==> config.mk <==
export PLATFORM = sky130hd
export DESIGN_NAME = div_ctrl_flat
export DESIGN_NICKNAME = d
export VERILOG_FILES = /design/src/rtl/div_ctrl_pkg.sv /design/src/rtl/div_ctrl_if.sv /design/src/rtl/div_ctrl_phase.sv /design/src/rtl/div_ctrl.sv /design/src/flat_wrapper.sv
export SDC_FILE = /design/constraint.sdc
export NUM_CORES = 1
export LEC_CHECK = 0
export CAP_MARGIN = 20
export CORE_UTILIZATION = 48
export DETAILED_ROUTE_END_ITERATION = 8
export GPL_TIMING_DRIVEN = 0
export HOLD_SLACK_MARGIN = 0.06
export PLACE_DENSITY_LB_ADDON = 0.25
export SYNTH_ARGS = -nofsm -noshare
export SYNTH_HDL_FRONTEND = slang
export SYNTH_SLANG_ARGS = --single-unit
==> constraint.sdc <==
create_clock -name clk_i -period 2.5 [get_ports clk_i]
set_input_delay 0.25 -clock clk_i [delete_from_list [all_inputs] [get_ports clk_i]]
set_output_delay 0.25 -clock clk_i [all_outputs]
set_load 0.01 [all_outputs]
==> src/rtl/div_ctrl_pkg.sv <==
// Shared types and ratio legality check for the programmable clock divider.
// Optional feature: define DIV_CTRL_ODD_EN to allow odd ratios >= 3.
package div_ctrl_pkg;

    typedef enum logic [1:0] {
        ST_IDLE = 2'd0,
        ST_RUN  = 2'd1,
        ST_STOP = 2'd2
    } state_t;

    localparam int unsigned MIN_DIV = 2;

    function automatic logic div_legal(input logic [31:0] d);
        logic ok;
        ok = (d >= MIN_DIV);
`ifdef DIV_CTRL_ODD_EN
        ok = ok;
`else
        ok = ok && !d[0];
`endif
        return ok;
    endfunction

endpackage

==> src/rtl/div_ctrl_if.sv <==
// Ratio-configuration handshake between the register file and div_ctrl.
interface div_ctrl_if #(
    parameter int CNT_W = 8
) ();
    logic             cfg_valid_i;
    logic [CNT_W-1:0] cfg_div_i;
    logic             cfg_ready_o;
    logic             cfg_err_o;

    modport master (
        output cfg_valid_i,
        output cfg_div_i,
        input  cfg_ready_o,
        input  cfg_err_o
    );

    modport slave (
        input  cfg_valid_i,
        input  cfg_div_i,
        output cfg_ready_o,
        output cfg_err_o
    );
endinterface

==> src/rtl/div_ctrl_phase.sv <==
// Phase counter for the divided clock: registered clk_o/stb_o, period boundary flag.
module div_ctrl_phase #(
    parameter int CNT_W = 8
) (
    input  logic             clk_i,
    input  logic             rst_i,
    input  logic             load,
    input  logic             run,
    input  logic [CNT_W-1:0] div,
    output logic             clk_o,
    output logic             stb_o,
    output logic             boundary
);

    logic [CNT_W-1:0] cnt;
    logic [CNT_W-1:0] cnt_nxt;
    logic [CNT_W-1:0] half;
    logic             act;

    assign cnt_nxt  = cnt + CNT_W'(1);
    assign half     = div >> 1;
    assign boundary = act && (cnt == div - CNT_W'(1));

    // A new period always starts high, independent of the ratio in effect.
    always_ff @(posedge clk_i) begin
        if (rst_i) begin
            cnt   <= '0;
            clk_o <= 1'b0;
            stb_o <= 1'b0;
            act   <= 1'b0;
        end else if (load || (run && boundary)) begin
            cnt   <= '0;
            clk_o <= 1'b1;
            stb_o <= 1'b1;
            act   <= 1'b1;
        end else if (run && act) begin
            cnt   <= cnt_nxt;
            clk_o <= (cnt_nxt < half);
            stb_o <= 1'b0;
        end else begin
            cnt   <= '0;
            clk_o <= 1'b0;
            stb_o <= 1'b0;
            act   <= 1'b0;
        end
    end

endmodule

==> src/rtl/div_ctrl.sv <==
// Programmable clock divider controller: run/stop FSM, ratio handshake, boundary-aligned ratio changes.
// Odd ratios are accepted only when DIV_CTRL_ODD_EN is defined.
import div_ctrl_pkg::*;

module div_ctrl #(
    parameter int CNT_W       = 8,
    parameter int DEFAULT_DIV = 4
) (
    input  logic             clk_i,
    input  logic             rst_i,
    input  logic             en_i,
    div_ctrl_if.slave        cfg,
    output logic             clk_o,
    output logic             stb_o,
    output logic             busy_o,
    output logic [CNT_W-1:0] div_o
);

    state_t           state;
    logic             ready_q;
    logic             err_q;
    logic             pend_q;
    logic [CNT_W-1:0] pend_div;
    logic             boundary;
    logic             xfer;
    logic             legal;
    logic             to_idle;
    logic             ph_load;
    logic             ph_run;

    assign xfer    = cfg.cfg_valid_i && ready_q;
    assign legal   = div_legal(32'(cfg.cfg_div_i));
    assign to_idle = (state != ST_IDLE) && boundary && !en_i;
    assign ph_load = (state == ST_IDLE) && en_i;
    assign ph_run  = (state != ST_IDLE) && !to_idle;

    assign cfg.cfg_ready_o = ready_q;
    assign cfg.cfg_err_o   = err_q;
    assign busy_o          = !ready_q;

    always_ff @(posedge clk_i) begin
        if (rst_i) begin
            state    <= ST_IDLE;
            div_o    <= CNT_W'(DEFAULT_DIV);
            pend_q   <= 1'b0;
            pend_div <= '0;
            ready_q  <= 1'b1;
            err_q    <= 1'b0;
        end else begin
            err_q <= xfer && !legal;

            case (state)
                ST_IDLE: if (en_i) state <= ST_RUN;
                ST_RUN:  if (!en_i) state <= boundary ? ST_IDLE : ST_STOP;
                ST_STOP: if (boundary) state <= en_i ? ST_RUN : ST_IDLE;
                default: state <= ST_IDLE;
            endcase

            // Ready comes back one cycle after the new ratio becomes visible on div_o.
            if (pend_q && ((state == ST_IDLE) || boundary)) begin
                div_o  <= pend_div;
                pend_q <= 1'b0;
            end else if (!pend_q && !ready_q) begin
                ready_q <= 1'b1;
            end

            if (xfer && legal) begin
                ready_q <= 1'b0;
                if (state == ST_IDLE) begin
                    div_o <= cfg.cfg_div_i;
                end else begin
                    pend_q   <= 1'b1;
                    pend_div <= cfg.cfg_div_i;
                end
            end
        end
    end

    div_ctrl_phase #(
        .CNT_W (CNT_W)
    ) u_phase (
        .clk_i    (clk_i),
        .rst_i    (rst_i),
        .load     (ph_load),
        .run      (ph_run),
        .div      (div_o),
        .clk_o    (clk_o),
        .stb_o    (stb_o),
        .boundary (boundary)
    );

endmodule

==> src/flat_wrapper.sv <==
// flat-port wrapper written by rule: the top's interface ports become plain ports
module div_ctrl_flat 
#(
    parameter int CNT_W       = 8,
    parameter int DEFAULT_DIV = 4
)
  (clk_i, rst_i, en_i, clk_o, stb_o, busy_o, div_o, cfg_cfg_valid_i, cfg_cfg_div_i, cfg_cfg_ready_o, cfg_cfg_err_o);
  div_ctrl_if #(.CNT_W(CNT_W)) cfg_i ();
  input  logic clk_i;
  input  logic rst_i;
  input  logic en_i;
  output logic clk_o;
  output logic stb_o;
  output logic busy_o;
  output logic [CNT_W-1:0] div_o;
  input wire logic [$bits(cfg_i.cfg_valid_i)-1:0] cfg_cfg_valid_i;
  input wire logic [$bits(cfg_i.cfg_div_i)-1:0] cfg_cfg_div_i;
  output wire logic [$bits(cfg_i.cfg_ready_o)-1:0] cfg_cfg_ready_o;
  output wire logic [$bits(cfg_i.cfg_err_o)-1:0] cfg_cfg_err_o;
  assign cfg_i.cfg_valid_i = cfg_cfg_valid_i;
  assign cfg_i.cfg_div_i = cfg_cfg_div_i;
  assign cfg_cfg_ready_o = cfg_i.cfg_ready_o;
  assign cfg_cfg_err_o = cfg_i.cfg_err_o;
  div_ctrl #(.CNT_W(CNT_W), .DEFAULT_DIV(DEFAULT_DIV)) u_core (.clk_i(clk_i), .rst_i(rst_i), .en_i(en_i), .cfg(cfg_i), .clk_o(clk_o), .stb_o(stb_o), .busy_o(busy_o), .div_o(div_o));
endmodule
-- Yosys cells after proc, flatten, opt, wreduce, memory -nomap -nowiden
Index checks and enable logic that the tools add are counted.
- logic and storage cells: 72
- output and inout port bits: 13
- bits of input ports: 12
- register bits after elaboration: 32
- equal/unequal tests: 8
- order comparisons: 2
- reductions and logical operators: 28
- mux-type cells: 20
- $add $sub $neg: 2
- bitwise gates (word level): 2
- operators by type and width (cell ; count):
    $mux 8 ; 3
    $logic_and 1x1->1 ; 13
    $mux 1 ; 12
    $add 8x1->8 const B ; 1
    $eq 8x8->1 ; 1
    $ge 8x2->1 const B ; 1
    $lt 8x7->1 ; 1
    $mux 2 ; 4
    $ne 2x2->1 const B ; 4
    $sub 8x1->8 const B ; 1
    $logic_not 1->1 ; 6
    $pmux 2 s3 ; 1
    $reduce_and 2->1 ; 2
    $reduce_bool 2->1 ; 2
    $reduce_and 3->1 ; 1
    $reduce_or 3->1 ; 1
    $eq 2x1->1 const B ; 1
    $eq 2x2->1 const B ; 1
    $logic_not 2->1 ; 1
    $logic_or 1x1->1 ; 2
    $ne 2x1->1 const B ; 1
    $not 1->1 ; 2

-- Depth between registers and ports, before layout
- depth after elaboration: 10
- mapped depth: 9
- depth with buffers taken out: 8

-- By module
Synthesis repeated with hierarchy kept, for this count alone.
- cells, all modules: 197
- area, all modules: 1778.0 sq um
- by module, submodules not included (module ; area each (sq um) ; cells each ; times used ; sequential area each (sq um)):
    div_ctrl ; 935.9 ; 100 ; 1 ; 420.4
    div_ctrl_phase ; 842.1 ; 97 ; 1 ; 220.2

-- Worst setup path after synthesis
Ideal clock, no wire load.
- path kind: reg-to-reg
- start: reg u_core.div_o[1]
- end: reg u_core.div_o[2]
- path buffers: 0
- arrival: 2.418 ns
- library setup time: 0.131 ns
- required time: 2.369 ns
- setup slack: -0.050 ns
- cell stages (with the launch flop): 7
- clock period less this slack: 2.550 ns
- cells stage by stage: dfxtp_1 -> or4_4 -> nand4b_1 -> o22a_1 -> o41ai_4 -> mux2_4 -> a2bb2oi_2
- cells in the longest elaborated chain, start to end: 8
- ends and longest elaborated chain (what ; RTL line ; RTL):
    start: declaration ; div_ctrl.sv:16 ; output logic [CNT_W-1:0] div_o
    start signal: assignment ; div_ctrl.sv:44 ; div_o <= CNT_W'(DEFAULT_DIV);
    start signal: assignment ; div_ctrl.sv:61 ; div_o <= pend_div;
    start signal: assignment ; div_ctrl.sv:70 ; div_o <= cfg.cfg_div_i;
    $sub 8x1->8 (*) ; div_ctrl_phase.sv:22 ; assign boundary = act && (cnt == div - CNT_W'(1));
    $eq 8x8->1 (*) ; div_ctrl_phase.sv:22 ;
    $logic_and 1x1->1 (*) ; div_ctrl_phase.sv:22 ;
    $logic_or 1x1->1 (*) ; div_ctrl.sv:60 ; if (pend_q && ((state == ST_IDLE) || boundary)) begin
    $logic_and 1x1->1 (*) ; div_ctrl.sv:60 ;
    $mux 8 (*) ; div_ctrl.sv:60 ;
    $mux 8 ; div_ctrl.sv:69 ; if (state == ST_IDLE) begin
    $mux 8 (*) ; div_ctrl.sv:67 ; if (xfer && legal) begin
Mark *: on every way between the ends. The rest lies on a longest branch, timed or not.
A chain may end at the register's enable or synchronous reset.

-- Worst setup path after layout
Same ends and word-level chain as after synthesis.

==> flow_summary.yaml <==
drt:
  vias: 1406
  via_per_inst: 5.408
  ant_nets: 0
  wl_per_cell_um: 13.77
  drt_iter0_markers: 79
  route.detailed.drc: 0
  drtPass1Iterations: 4
  routed_wl_um: 3581
yosys:
  netlist_instances: 180
  ys_seq_elements: 32
  ys_warn_count: 0
  synth.avg_cell_area_sq_um: 9.231
  synthDistinctLibCells: 42
  syn_area_sq_um: 1662
  synth-main-ff-cell: "dfxtp_1"
  synth_edf_count: 0
  async_reset_ff_frac: 0
  ys_seq_area_frac: 0.3855
  syn_nets: 200
clocking:
  cts_sinks: 32
  clk_pin_slew_ns: 0.09
  cts-root-buf: "clkbuf_4"
  cts_hold_buf: 0
  insertion_delay_ns: 0.33
  cts_tree: "built"
  ctsLongestPathBuffers: 2
  cts_made_buffers: 5
  htree_levels: 2
global_routing:
  grt_pass1_vias: 1405
  grt_pass1_wl_um: 6058
  antenna_found_initial: 0
  gr-total-overflow: 0
  grt_max_degree: 11
  grt_usage: 0.2269
power:
  p_leak_nw: 0.8140
  pwr_density_cell_nw_per_um2: 478.1
  ir_drop_v: 0.0003251
  finalPower_uw: 993.0
die:
  die_h_um: 60.84
  io_pins: 25
  row_count: 20
  fp.dieW_um: 60.84
  die_area_sq_um: 3701
  fp.coreArea_sq_um: 3178
  start_util: 0.5228
cells_and_area:
  synthToLayoutAreaGrowth_pct: 25.00
  multiInputGateArea_sq_um: 975.9
  postLayoutCellArea_sq_um: 2077
  fillers: 272
  layout.nets: 235
  diodes: 0
  regArea_sq_um: 644.4
  drive_gt1_frac: 0.1111
setup_path:
  cp-start-kind: "register"
  setup.worst_path.class: "register to register"
  r2r_start: "u_core.div_o[1]"
  worstPathMaxFanout: 6
  critical_path_arrival_ns: 2.64
  critPathCaptureType: "register"
  required_ns: 2.70
  crit_start: "u_core.div_o[1]"
timing:
  clock_skew_ns: 0.005391
  relSlewSlack: 0.6125
  finalHoldViolations: 0
  tightest_slew_ns: 0.5790
  hold_slack_ns: 0.3227
  period_share: 0.9775
  fmax_mhz: 409.2
  finalMaxSlewViolations: 0
  min_period_ns: 2.444
  final-setup-viol-count: 0
placed_design:
  io_buffers: 23
  hpwl_um: 2637
  dpl-instance-area_sq_um: 1954
  globalplace.congestion: 0.9472
status:
  outcome: "complete, no violations"
worst_hold_path:
  min_from: "rst_i"
  worstHoldPathType: "input port to register"
run:
  max_cap_viol_count: 0
-- power by group --
part / total, mW / switching [mW] / internal [mW] / leakage [nW]
Clock: 0.302 / 0.163 / 0.139 / 0.0326
Combinational: 0.148 / 0.0716 / 0.0768 / 0.520
Sequential: 0.543 / 0.0166 / 0.526 / 0.262
Total: 0.993 / 0.251 / 0.742 / 0.814
-- worst paths after layout --
path | endpoint | slack, ns | cells past startpoint
setup / recovery | u_core.div_o[2] | 0.06 | 7
hold / removal | u_core.pend_div[0] | 0.32 | 2
setup reg to reg | u_core.div_o[2] | 0.06 | 7
hold reg to reg | u_core.pend_div[0] | 0.49 | 1
-- layout by cell type (no fill, tap or decap), types with 6 or more instances in the layout --
cell type / synthesis / routed
o2bb2ai_1: 6 / 6
nor2b_1: 6 / 6
clkbuf_1: 5 / 6
dfxtp_1: 32 / 29
ha_1: 8 / 8
nor2_1: 19 / 19
xnor2_1: 7 / 7
xor2_1: 7 / 7
clkdlybuf4s50_1: 0 / 23
mux2i_1: 15 / 15
nand3_1: 7 / 6
a21oi_1: 7 / 7
inv_1: 12 / 12
-- critical path: stages, from the launching register on --
cell,delay (ns)
dfxtp_2,0.36
or4_4,0.56
nand4b_1,0.19
o22a_1,0.25
o41ai_4,0.37
buf_6,0.17
mux2_4,0.30
a2bb2oi_2,0.13
-- Yosys cell counts (2+ instances only) --
cell type,n,area (sq um)
o2bb2ai_1,6,52.55
or2_2,2,12.51
nor4_1,2,12.51
xnor2_1,7,61.31
xor2_1,7,61.31
dfxtp_1,32,640.6
and3_1,2,12.51
inv_1,12,45.04
and2_1,2,12.51
a21o_1,2,15.01
o211ai_1,2,15.01
clkbuf_1,5,18.77
nor2_1,19,71.32
a21oi_1,7,35.03
mux2i_1,15,150.1
nor3_1,5,25.02
ha_1,8,100.1
nor2b_1,6,37.54
nand2b_1,5,31.28
o21ai_1,2,10.01
nand3_1,7,35.03
nand2_1,5,18.77
-- state kept, by name, indices dropped and copies added (netlist names) --
register	count
u_core.pend_q	1
u_core.pend_div	8
u_core.u_phase.act	1
u_core.cfg.cfg_err_o	1
u_core.u_phase.cnt	8
u_core.cfg.cfg_ready_o	1
u_core.u_phase.clk_o	1
u_core.state	2
u_core.div_o	8
u_core.u_phase.stb_o	1
-- per-layer routing --
layer	share of wire	GRT usage	vias to the layer above
met2	0.50	0.3862	33
met3	0.046	0.04904	8
met5	0	0	-
li1	-	-	697
met1	0.44	0.2736	668
met4	0.016	0.1039	0
-- logic make-up (layout without fill, tap and decap cells) --
| kind of cell | Yosys count | after routing | share of synthesized area |
|---|---|---|---|
| simple gates | 61 | 61 | 0.1913 |
| flops | 32 | 32 | 0.3855 |
| compound gates | 31 | 31 | 0.1491 |
| buf+inv | 18 | 54 | 0.04066 |
| mux | 16 | 16 | 0.09939 |
| xor+xnor | 14 | 14 | 0.07380 |
| fa+ha+maj | 8 | 8 | 0.06024 |
-- per-stage QoR --
stage	TNS, ns	util	worst slack, ns	std cells
after floorplan	0	-	0.0003288	180
after global routing	-0.0002540	0.6535	-0.0002540	260
after detailed placement	-0.7768	0.6150	-0.2421	247
final	0	0.6535	0.05625	260
after CTS	0	0.6469	0.02698	260
after global placement	-0.2539	0.6150	-0.1766	247
-- what timing repair did --
item,in CTS,in global routing
setup endpoints to repair,15,17
hold endpoints to repair,0,0
resized for setup,1,5
setup buffers,5,1
pin swaps,2,1
-- layout make-up --
type / count / share of cell area
flip-flops and latches: 32 / 0.3102
repair buffers: 29 / 0.1343
well taps: 44 / 0.02651
plain buffers: 5 / 0.009036
inverters: 12 / 0.02169
multi-input cells: 130 / 0.4699
clock buffers: 8 / 0.02831
(Power assumes the default switching activity.)
